### src/rtl/hex_word_display.sv
// hex_word_display
//   Receives a 128-bit ciphertext block as four 32-bit words over a valid/ready
//   handshake. It then pages through the buffered words on the eight DE2
//   seven-segment displays, holding each word for DWELL_CYCLES clocks. After
//   one full pass it returns to accepting the next block.
//
// Ports
//   clk          system clock, rising edge
//   resetn       asynchronous active-low reset
//   word_in      ciphertext word; word 0 is the first word of the block
//   word_valid   word_in is valid this cycle
//   word_ready   a word can be accepted this cycle (high only while filling)
//   freeze       while high during display, the page and dwell count hold
//   page_idx     index of the word currently shown; 0 while filling
//   block_shown  one-cycle pulse when a full display pass completes
//   HEX0..HEX7   active-low segments {g,f,e,d,c,b,a}; HEX0 = word[3:0]
module hex_word_display #(
   parameter int unsigned DWELL_CYCLES = 50_000_000
) (
   input  logic        clk,
   input  logic        resetn,
   input  logic [31:0] word_in,
   input  logic        word_valid,
   output logic        word_ready,
   input  logic        freeze,
   output logic [1:0]  page_idx,
   output logic        block_shown,
   output logic [6:0]  HEX0,
   output logic [6:0]  HEX1,
   output logic [6:0]  HEX2,
   output logic [6:0]  HEX3,
   output logic [6:0]  HEX4,
   output logic [6:0]  HEX5,
   output logic [6:0]  HEX6,
   output logic [6:0]  HEX7
);

   localparam int unsigned CNT_W = (DWELL_CYCLES > 1) ? $clog2(DWELL_CYCLES) : 1;
   localparam logic [CNT_W-1:0] CNT_LAST = CNT_W'(DWELL_CYCLES - 1);

   typedef enum logic {StFill, StShow} state_t;

   state_t           state;
   logic [1:0]       wr_ptr;
   logic [1:0]       page;
   logic [CNT_W-1:0] cnt;
   logic [31:0]      disp_reg;
   logic             blank;
   logic [31:0]      word_buf [4];

   logic accept;

   assign word_ready = (state == StFill);
   assign accept     = word_valid & word_ready;
   assign page_idx   = page;

   // Block buffer has no reset: its contents only matter once all four
   // words of a block have been written.
   always_ff @(posedge clk) begin
      if (accept) begin
         word_buf[wr_ptr] <= word_in;
      end
   end

   always_ff @(posedge clk or negedge resetn) begin
      if (!resetn) begin
         state       <= StFill;
         wr_ptr      <= 2'd0;
         page        <= 2'd0;
         cnt         <= '0;
         block_shown <= 1'b0;
         blank       <= 1'b1;
         disp_reg    <= 32'd0;
      end else begin
         block_shown <= 1'b0;
         unique case (state)
            StFill: begin
               if (word_valid) begin
                  wr_ptr <= wr_ptr + 2'd1;
                  if (wr_ptr == 2'd3) begin
                     // Word 0 was written on an earlier edge, so it can be
                     // latched for display on the edge that takes word 3.
                     state    <= StShow;
                     wr_ptr   <= 2'd0;
                     page     <= 2'd0;
                     cnt      <= '0;
                     disp_reg <= word_buf[0];
                     blank    <= 1'b0;
                  end
               end
            end
            StShow: begin
               // freeze also wins over the terminal count
               if (!freeze) begin
                  if (cnt == CNT_LAST) begin
                     cnt <= '0;
                     if (page == 2'd3) begin
                        // disp_reg keeps the last word visible during refill
                        state       <= StFill;
                        page        <= 2'd0;
                        block_shown <= 1'b1;
                     end else begin
                        page     <= page + 2'd1;
                        disp_reg <= word_buf[page + 2'd1];
                     end
                  end else begin
                     cnt <= cnt + CNT_W'(1);
                  end
               end
            end
            default: state <= StFill;
         endcase
      end
   end

   function automatic logic [6:0] seg7(input logic [3:0] d);
      logic [6:0] s;
      case (d)
         4'h0: s = 7'h40;
         4'h1: s = 7'h79;
         4'h2: s = 7'h24;
         4'h3: s = 7'h30;
         4'h4: s = 7'h19;
         4'h5: s = 7'h12;
         4'h6: s = 7'h02;
         4'h7: s = 7'h78;
         4'h8: s = 7'h00;
         4'h9: s = 7'h10;
         4'hA: s = 7'h08;
         4'hB: s = 7'h03;
         4'hC: s = 7'h46;
         4'hD: s = 7'h21;
         4'hE: s = 7'h06;
         default: s = 7'h0E;
      endcase
      return s;
   endfunction

   assign HEX0 = blank ? 7'h7F : seg7(disp_reg[3:0]);
   assign HEX1 = blank ? 7'h7F : seg7(disp_reg[7:4]);
   assign HEX2 = blank ? 7'h7F : seg7(disp_reg[11:8]);
   assign HEX3 = blank ? 7'h7F : seg7(disp_reg[15:12]);
   assign HEX4 = blank ? 7'h7F : seg7(disp_reg[19:16]);
   assign HEX5 = blank ? 7'h7F : seg7(disp_reg[23:20]);
   assign HEX6 = blank ? 7'h7F : seg7(disp_reg[27:24]);
   assign HEX7 = blank ? 7'h7F : seg7(disp_reg[31:28]);

endmodule

### config.mk
export PLATFORM = sky130hd
export DESIGN_NAME = hex_word_display
export DESIGN_NICKNAME = d
export VERILOG_FILES = /design/src/rtl/hex_word_display.sv
export SDC_FILE = /design/constraint.sdc
export NUM_CORES = 1
export LEC_CHECK = 0
export ABC_CLOCK_PERIOD_IN_PS = 3030
export CORE_ASPECT_RATIO = 1.25
export CORE_UTILIZATION = 30
export DETAILED_ROUTE_END_ITERATION = 10
export PLACE_DENSITY = 0.6
export SLEW_MARGIN = 15
export SYNTH_ARGS = -nofsm -noshare
export SYNTH_HDL_FRONTEND = slang
export SYNTH_SLANG_ARGS = --single-unit
export TNS_END_PERCENT = 100
### constraint.sdc
create_clock -name clk -period 3.03 [get_ports clk]
set_clock_uncertainty 0.05 [all_clocks]
set_input_delay 0.4545 -clock clk [delete_from_list [all_inputs] [get_ports clk]]
set_output_delay 0.4545 -clock clk [all_outputs]
set_load 0.02 [all_outputs]
# Word level (Yosys, flattened, before mapping)
# Memories as Yosys holds them, arrays and structs flattened.
# Cells that the tools add are included.
word_totals:
  regBits: 65
  latch_bits: 0
  ramBits: 128
  romBits: 896
  in_bits: 36
  output_inout_bits: 60
  elab_cells: 72
  memories: 9
mem_list:
  columns: ["name", "depth", "width", "read_ports", "rd_ports_with_merged_regs", "wr", "line_no", "rtl"]
  rows:
  - ["word_buf", 4, 32, 2, 0, 1, "49", "logic [31:0] word_buf [4];"]
  - ["(name not given)", 16, 7, 1, 0, 0, "118", "case (d)"]
  - ["(name not given)", 16, 7, 1, 0, 0, "118", null]
  - ["(name not given)", 16, 7, 1, 0, 0, "118", null]
  - ["(name not given)", 16, 7, 1, 0, 0, "118", null]
  - ["(name not given)", 16, 7, 1, 0, 0, "118", null]
  - ["3 more memories", null, null, null, null, null, null, null]
classes:
  n_addsub: 3
  mul: 0
  n_div: 0
  magnitude_cmp: 0
  eq_ne: 8
  shift: 0
  muxes: 38
  bitwise: 2
  reduce_logical: 5
op_table:
  columns: ["cell", "n"]
  rows:
  - ["$mux W32", 5]
  - ["$mux W26", 4]
  - ["$pmux W32 S2", 1]
  - ["$mux W7", 8]
  - ["$pmux W26 S2", 1]
  - ["$add A26 B1 Y26 const B", 1]
  - ["$eq A26 B26 Y1 const B", 1]
  - ["$mux W2", 6]
  - ["$mux W1", 11]
  - ["$ne A2 B2 Y1 const B", 3]
  - ["$reduce_and A3 Y1", 2]
  - ["$reduce_and A5 Y1", 1]
  - ["$add A2 B1 Y2 const B", 2]
  - ["$eq A2 B2 Y1 const B", 2]
  - ["$ne A2 B1 Y1 const B", 2]
  - ["$pmux W2 S2", 1]
  - ["$reduce_and A4 Y1", 1]
  - ["$pmux W1 S2", 1]
  - ["$reduce_and A2 Y1", 1]
  - ["$and A1 B1 Y1", 1]
  - ["$not A1 Y1", 1]

# Depth between registers and ports, before layout
# Gate-level depths: netlist of run 1.
# An unclocked memory read counts as a cell.
depth:
  depth_word: 6
  ltp_mapped: 8
  ltp_nobuf: 7

# Worst setup path before layout of run 1
# No wires, ideal clock.
synth_path:
  kind: "reg2reg"
  from: "register cnt[9]"
  to: "register disp_reg[0]"
  setup_time_ps: 125
  arrival_time_ps: 2679
  required_ps: 2855
  slack_ps: 176
  path_stages_with_launch: 7
  n_path_buf: 1
  period_less_slack_ps: 2854
  cell_sequence: "dfrtp_1 -> or4b_1 -> or4_4 -> or4_4 -> o21ai_4 -> buf_6 -> mux2_2"
synth_via:
  elab_chain_cells: 3
synth_lines:
  columns: ["item", "line_no", "rtl"]
  rows:
  - ["from (decl)", "46", "logic [CNT_W-1:0] cnt;"]
  - ["from (signal assigned)", "107", "cnt <= cnt + CNT_W'(1);"]
  - ["$eq A26 B26 Y1", "95", "if (cnt == CNT_LAST) begin"]
  - ["$ne A2 B1 Y1 (no source line)", null, null]
  - ["$reduce_and A5 Y1 (no source line)", null, null]
  - ["to (signal assigned)", "87", "disp_reg <= word_buf[0];"]
  - ["to (signal assigned)", "104", "disp_reg <= word_buf[page + 2'd1];"]
  - ["to (decl)", "47", "logic [31:0] disp_reg;"]
# No other way between the ends.
# A chain may end at the register's enable or synchronous reset.

# Worst setup path after layout of run 1
layout_path:
  from: "register cnt[9]"
  to: "register disp_reg[21]"
# The elaborated chain is that of the path after synthesis.

==> impl_metrics.py, run 1 <==
metrics = {
    "setup_path": {
        "worstSetupPathType": "reg2reg",
        "worst_setup_path_end_kind": "flip-flop",
        "reg2reg_slack_ps": 100,
        "rr_endpoint": "disp_reg[21]",
        "cp_top_family": "simple AND/OR/NAND/NOR gates",
        "cp.required_ps": 3300,
        "cp.arrival_ps": 3200,
        "reg2regPathDepth": 7,
        "crit_path_start_kind": "flip-flop",
        "path_cells": "or4b_1, or4_4, or4_4, o21ai_4, buf_12, buf_12, mux2_2",
        "critPathBufInv": 2,
        "crit_fanout": 16,
        "slowest_stage": "or4_4",
        "r2r_start": "cnt[9]",
        "slowest_delay_ps": 570,
    },
    "synth": {
        "synth_area_um2": 9910,
        "synth_edf_count": 128,
        "synth_cell_types": 49,
        "postSynth.asyncResetShare_pct": 33.7,
        "synth_top_family_by_area": "compound AO/OA/AOI/OAI gates",
        "synth_compound_area_share_pct": 11.6,
        "synth_xor_area_share_pct": 1.50,
        "ys_seq_area_share_pct": 55.2,
        "yosys_register_bits": 193,
        "ys_warn_count": 0,
        "synth_area_per_cell_um2": 11.9,
        "syn_nets": 925,
        "synthAdderAreaFrac_pct": 6.82,
        "syn_inst": 835,
        "synthMuxAreaShare_pct": 10.0,
        "synth_top_flop_cell": "edfxtp_1",
        "synthSimpleGateAreaFrac_pct": 11.4,
    },
    "hold_path": {
        "whs_path_depth": 1,
        "min_from": "cnt[4]",
        "hold_class": "reg2reg",
        "holdPathEnd": "cnt[4]",
    },
    "placement": {
        "place_hpwl_um": 15600,
        "gp_congestion": 0.821,
        "portBuffers": 95,
    },
    "floorplanning": {
        "io-pin-count": 96,
        "num_rows": 74,
        "die_area_um2": 33800,
        "die_h_um": 205,
        "start_util_pct": 30.4,
        "die_w_um": 165,
        "core_area_um2": 32600,
    },
    "cts": {
        "path_clk_slew_ps": 80,
        "clk-insertion-delay-late_ps": 440,
        "cts_buffers": 17,
        "h-tree-depth": 4,
        "clock_path_buffers": 2,
        "ctsRootBufferMaster": "clkbuf_16",
        "cts.sinks": 193,
        "tritoncts": "built",
    },
    "global_route": {
        "grt_util_met3_pct": 2.84,
        "gr-usage-met2_pct": 24.6,
        "grt_pass1_wl_um": 36200,
        "antenna_found_initial": 4,
        "grt_max_degree": 36,
        "grtUsageMet1_pct": 16.9,
        "track_usage_pct": 14.0,
        "grt-busiest-layer": "met2",
        "grt-ovfl-total": 0,
        "grt_pass1_vias": 6704,
    },
    "route": {
        "drt-total-wl_um": 23200,
        "drt_iter0_drc": 488,
        "vias": 6837,
        "firstDrtPassIters": 5,
        "drcViolationCount": 0,
        "wl_per_cell_um": 16.9,
        "ant_nets": 0,
        "viasPerCell": 4.97,
    },
    "timing": {
        "worst_pin_slew_ps": 848,
        "slew_violations": 0,
        "maxSlewHeadroom_pct": 43.3,
        "fmax_mhz": 341,
        "rsz0062_at_grt": "false",
        "final.setup.tns_ps": 0,
        "whs_ps": 492,
        "hold_viol": 0,
        "min_period_ps": 2930,
        "layout_worst_path_cycle_share_pct": 96.8,
        "setup_viol": 0,
    },
    "job": {
        "drv_cap": 0,
    },
    "final_layout": {
        "drive_gt1_share_pct": 16.3,
        "final_util_pct": 37.6,
        "largest_reg_flops": 128,
        "layout_common_cells": "edfxtp_1, nor2_1, clkdlybuf4s50_1, mux2_2, dfrtp_1",
        "nets": 1032,
        "syn_to_final_growth_pct": 23.6,
        "mostFrequentLayoutCell": "edfxtp_1",
    },
    "power_and_ir_drop": {
        "peakVddDrop_mv": 0.608,
        "power_density_nw_per_um2": 942,
        "p_total_mw": 11.5,
        "total_leakage_power_nw": 4.68,
    },
    "status": {
        "status": "completed",
    },
}
==> power by group <==
group / internal (mW) / total [mW] / switching, mW / leakage (nW)
logic: 2.54 / 5.50 / 2.95 / 2.41
registers: 3.13 / 3.70 / 0.579 / 1.96
clock network: 1.26 / 2.33 / 1.07 / 0.301
total: 6.93 / 11.5 / 4.60 / 4.68
==> logic make-up (layout without fill, tap and decap cells) <==
family / Yosys count / in the layout
buf+inv: 83 / 203
simple gates: 243 / 243
xor+xnor: 17 / 17
other cells: 0 / 3
fa+ha+maj: 54 / 54
mux: 88 / 88
flops: 193 / 193
compound gates: 157 / 157
==> worst register-to-register path, cell delays in order (launching register included) <==
cell and delay (ps):
dfrtp_1 380, or4b_1 520, or4_4 570, or4_4 480
o21ai_4 190, buf_12 140, buf_12 150, mux2_2 340
==> timing repair <==
| item | 4_1_cts | 5_1_grt |
|---|---|---|
| gates resized for setup | 8 | 12 |
| pin swaps | 0 | 2 |
| setup endpoints to repair | 7 | 40 |
| buffers inserted | 0 | 3 |
| cloned | 1 | 1 |
| hold endpoints to repair | 8 | 0 |
| hold buffers | 1 | 0 |
==> layout make-up <==
class                      instances  area [um2]
fill                            3185       20300
sequential                       193        5480
multi-input combinational        559        4110
timing repair buffer             135        1370
tap                              418         523
clock buffer                      17         425
clock inverter                    15         196
inverter                          35         135
timing repair inverter             1        7.51
antenna                            3        7.51
==> metrics by stage <==
stage	instance area (um2)	cells	worst slack [ps]
final	12200	1376	97.1
after global routing	12200	1375	3.26
after CTS	12200	1369	3.69
after detailed placement	11500	1335	61.4
after global placement	11500	1335	70.9
after floorplan	9910	835	176
==> how the worst max path moves through the flow <==
stage                     cells past startpoint    startpoint      endpoint
after floorplan                               6        cnt[9]   disp_reg[0]
after global placement                        6        cnt[7]   disp_reg[7]
after detailed placement                      6       cnt[11]   disp_reg[1]
after CTS                                     5  disp_reg[28]       HEX7[4]
after global routing                          5   disp_reg[1]       HEX0[0]
final                                         7        cnt[9]  disp_reg[21]
==> Yosys cell counts (all sizes together), types with 12 or more instances <==
library cell / n / area, um2
a21oi: 14 / 70.1
a221o: 14 / 140
a31oi: 13 / 81.3
buf: 13 / 78.8
clkbuf: 35 / 131
dfrtp: 64 / 1600
edfxtp: 128 / 3840
ha: 54 / 676
inv: 35 / 131
mux2: 69 / 777
mux2i: 17 / 170
nand2: 38 / 143
nand2b: 20 / 125
nand3: 16 / 80.1
nand4: 12 / 75.1
nor2: 114 / 428
o211ai: 17 / 128
o21ai: 37 / 196
o311ai: 13 / 114
o32ai: 31 / 272
xor2: 12 / 105
==> layer usage <==
| metal | up-vias | routed length, um |
|---|---|---|
| li1 | 3307 | - |
| met1 | 3372 | 9890 |
| met2 | 130 | 12000 |
| met3 | 26 | 966 |
| met4 | 2 | 340 |
| met5 | - | 13 |
No activity file was read; power rests on OpenSTA's default activity.
==> run 2: changes to the inputs <==
--- a/config.mk
+++ b/config.mk
@@ -6,9 +6,11 @@
 export NUM_CORES = 1
 export LEC_CHECK = 0
 export ABC_CLOCK_PERIOD_IN_PS = 3030
+export CAP_MARGIN = 10
 export CORE_ASPECT_RATIO = 1.25
 export CORE_UTILIZATION = 30
 export DETAILED_ROUTE_END_ITERATION = 10
+export HOLD_SLACK_MARGIN = 0.12
 export PLACE_DENSITY = 0.6
 export SLEW_MARGIN = 15
 export SYNTH_ARGS = -nofsm -noshare
==> results of run 2 <==
The final DEF is identical to that of run 1; final timing and power are the same.
==> run 3: changes to the inputs <==
--- a/config.mk
+++ b/config.mk
@@ -8,10 +8,10 @@
 export ABC_CLOCK_PERIOD_IN_PS = 3030
 export CAP_MARGIN = 10
 export CORE_ASPECT_RATIO = 1.25
-export CORE_UTILIZATION = 30
+export CORE_UTILIZATION = 25
 export DETAILED_ROUTE_END_ITERATION = 10
 export HOLD_SLACK_MARGIN = 0.12
-export PLACE_DENSITY = 0.6
+export PLACE_DENSITY = 0.54
 export SLEW_MARGIN = 15
 export SYNTH_ARGS = -nofsm -noshare
 export SYNTH_HDL_FRONTEND = slang
==> impl_metrics.py, run 3 (synthesis gave the netlist of run 1 again) <==
metrics = {
    "setup_path": {
        "cp.required_ps": 3300,
        "cp.arrival_ps": 3210,
        "critPathBufInv": 1,
        "path_cells": "or4b_1, or4_4, or4_4, o21ai_4, buf_12, mux2_2",
        "worstSetupPathType": "reg2reg",
        "cp_top_family": "simple AND/OR/NAND/NOR gates",
        "crit_fanout": 30,
        "slowest_delay_ps": 580,
        "crit_top_cell": "or4_4",
        "worst_setup_path_end_kind": "flip-flop",
        "slowest_stage": "or4_4",
        "crit_path_start_kind": "flip-flop",
    },
    "route": {
        "firstDrtPassIters": 5,
        "wl_per_cell_um": 16.3,
        "drcViolationCount": 0,
        "vias": 6643,
        "viasPerCell": 4.61,
        "drt_iter0_drc": 375,
        "drt-total-wl_um": 23500,
        "ant_nets": 0,
    },
    "cts": {
        "h-tree-depth": 4,
        "cts.sinks": 193,
        "ctsRootBufferMaster": "clkbuf_16",
        "path_clk_slew_ps": 70,
        "tritoncts": "built",
        "cts_buffers": 17,
        "clock_path_buffers": 2,
        "post-cts-setup-buffers": 0,
        "clk-insertion-delay-late_ps": 440,
    },
    "final_layout": {
        "layout_common_cells": "edfxtp_1, nor2_1, clkdlybuf4s50_1, mux2_2, dfrtp_1",
        "antenna_cells": 0,
        "mostFrequentLayoutCell": "edfxtp_1",
        "largest_reg_flops": 128,
        "drive_gt1_share_pct": 15.1,
        "nets": 1021,
        "syn_to_final_growth_pct": 22.9,
        "fin_cells": 1442,
        "final_util_pct": 31.1,
        "fin_area_um2": 12200,
    },
    "power_and_ir_drop": {
        "total_leakage_power_nw": 4.63,
        "peakVddDrop_mv": 0.428,
        "power_density_nw_per_um2": 932,
    },
    "placement": {
        "place_hpwl_um": 16200,
        "placed_cell_area_um2": 11600,
        "portBuffers": 95,
        "gp_congestion": 0.803,
        "dp_cells": 1409,
    },
    "global_route": {
        "track_usage_pct": 11.8,
        "antenna_found_initial": 2,
        "grt_pass1_vias": 6533,
        "grt-ovfl-total": 0,
        "grt_pass1_wl_um": 36800,
        "grt_max_degree": 47,
    },
    "timing": {
        "rsz0062_at_grt": "true",
        "slew_violations": 0,
        "maxSlewHeadroom_pct": 44.1,
        "hold_viol": 0,
        "fmax_mhz": 340,
        "setup_viol": 0,
        "worst_pin_slew_ps": 835,
        "min_period_ps": 2940,
        "layout_worst_path_cycle_share_pct": 96.9,
    },
    "job": {
        "drv_cap": 0,
    },
    "floorplanning": {
        "die_h_um": 225,
        "core_area_um2": 39100,
        "die_area_um2": 40400,
        "die_w_um": 180,
        "num_rows": 81,
        "start_util_pct": 25.3,
        "io-pin-count": 96,
    },
    "hold_path": {
        "hold_class": "reg2reg",
    },
    "status": {
        "status": "completed",
    },
}
[run 3: cell count changes in the layout (fill, tap and decap cells not counted), moves of 3 or more]
| cell | previous run | this run |
|---|---|---|
| diode_2 | 3 | 0 |
| o311ai_0 | 11 | 8 |
| buf_4 | 31 | 23 |
| clkinv_8 | 3 | 0 |
[run 3: per-layer routing]
| metal | share of wire, % | GRT usage, % | up-vias |
|---|---|---|---|
| met1 | 45 | 14.6 | 3238 |
| met5 | 0.12 | 0 | - |
| met4 | 1.2 | 3.36 | 4 |
| met2 | 49 | 20.4 | 110 |
| met3 | 4.4 | 2.88 | 16 |
| li1 | - | - | 3275 |
[run 3: through the flow]
stage	hold WS, ps	worst slack (ps)	TNS, ps	total power [mW]
after global placement	469	98.5	0	9.26
after floorplan	109	176	0	7.00
after detailed placement	475	80.8	0	9.31
after global routing	508	-7.56	-23.7	12.1
after CTS	496	4.29	0	11.5
final	497	92.5	0	11.3
[run 3: layout make-up]
class | count | area [um2]
Inverter | 35 | 135
Multi-Input combinational cell | 559 | 4110
Timing Repair Buffer | 125 | 1270
Sequential cell | 193 | 5480
Clock inverter | 15 | 145
Fill cell | 3956 | 26900
Tap cell | 498 | 623
Clock buffer | 17 | 425
[run 3: repair_timing]
action                                  in CTS  in global routing
hold buffers                                 1                  0
endpoints found under the hold margin       44                  0
endpoints found under the setup margin       8                 19
gates cloned                                 0                  0
gates resized for setup                      5                 18
[run 3: tightest hold or removal path, cell delays in order (launching register included)]
cell and delay [ps]:
dfrtp_1 370, xor2_1 70, nor2_1 70
[run 3: final timing paths]
kind	slack, ps	startpoint	end	depth (start not counted)
max in group asynchronous	1590	resetn	disp_reg[0]	4
setup / recovery	90	cnt[9]	disp_reg[10]	6
hold reg to reg	500	cnt[22]	cnt[22]	2
hold / removal	500	cnt[22]	cnt[22]	2
setup reg to reg	90	cnt[9]	disp_reg[10]	6
min in group asynchronous	590	resetn	block_shown	3
[run 3: power breakdown]
part           switching, mW  internal [mW]  total, mW  leakage [nW]
Clock                   1.02           1.16       2.18         0.285
Combinational           2.98           2.49       5.47          2.38
Sequential             0.577           3.13       3.70          1.96
Total                   4.57           6.77       11.3          4.63
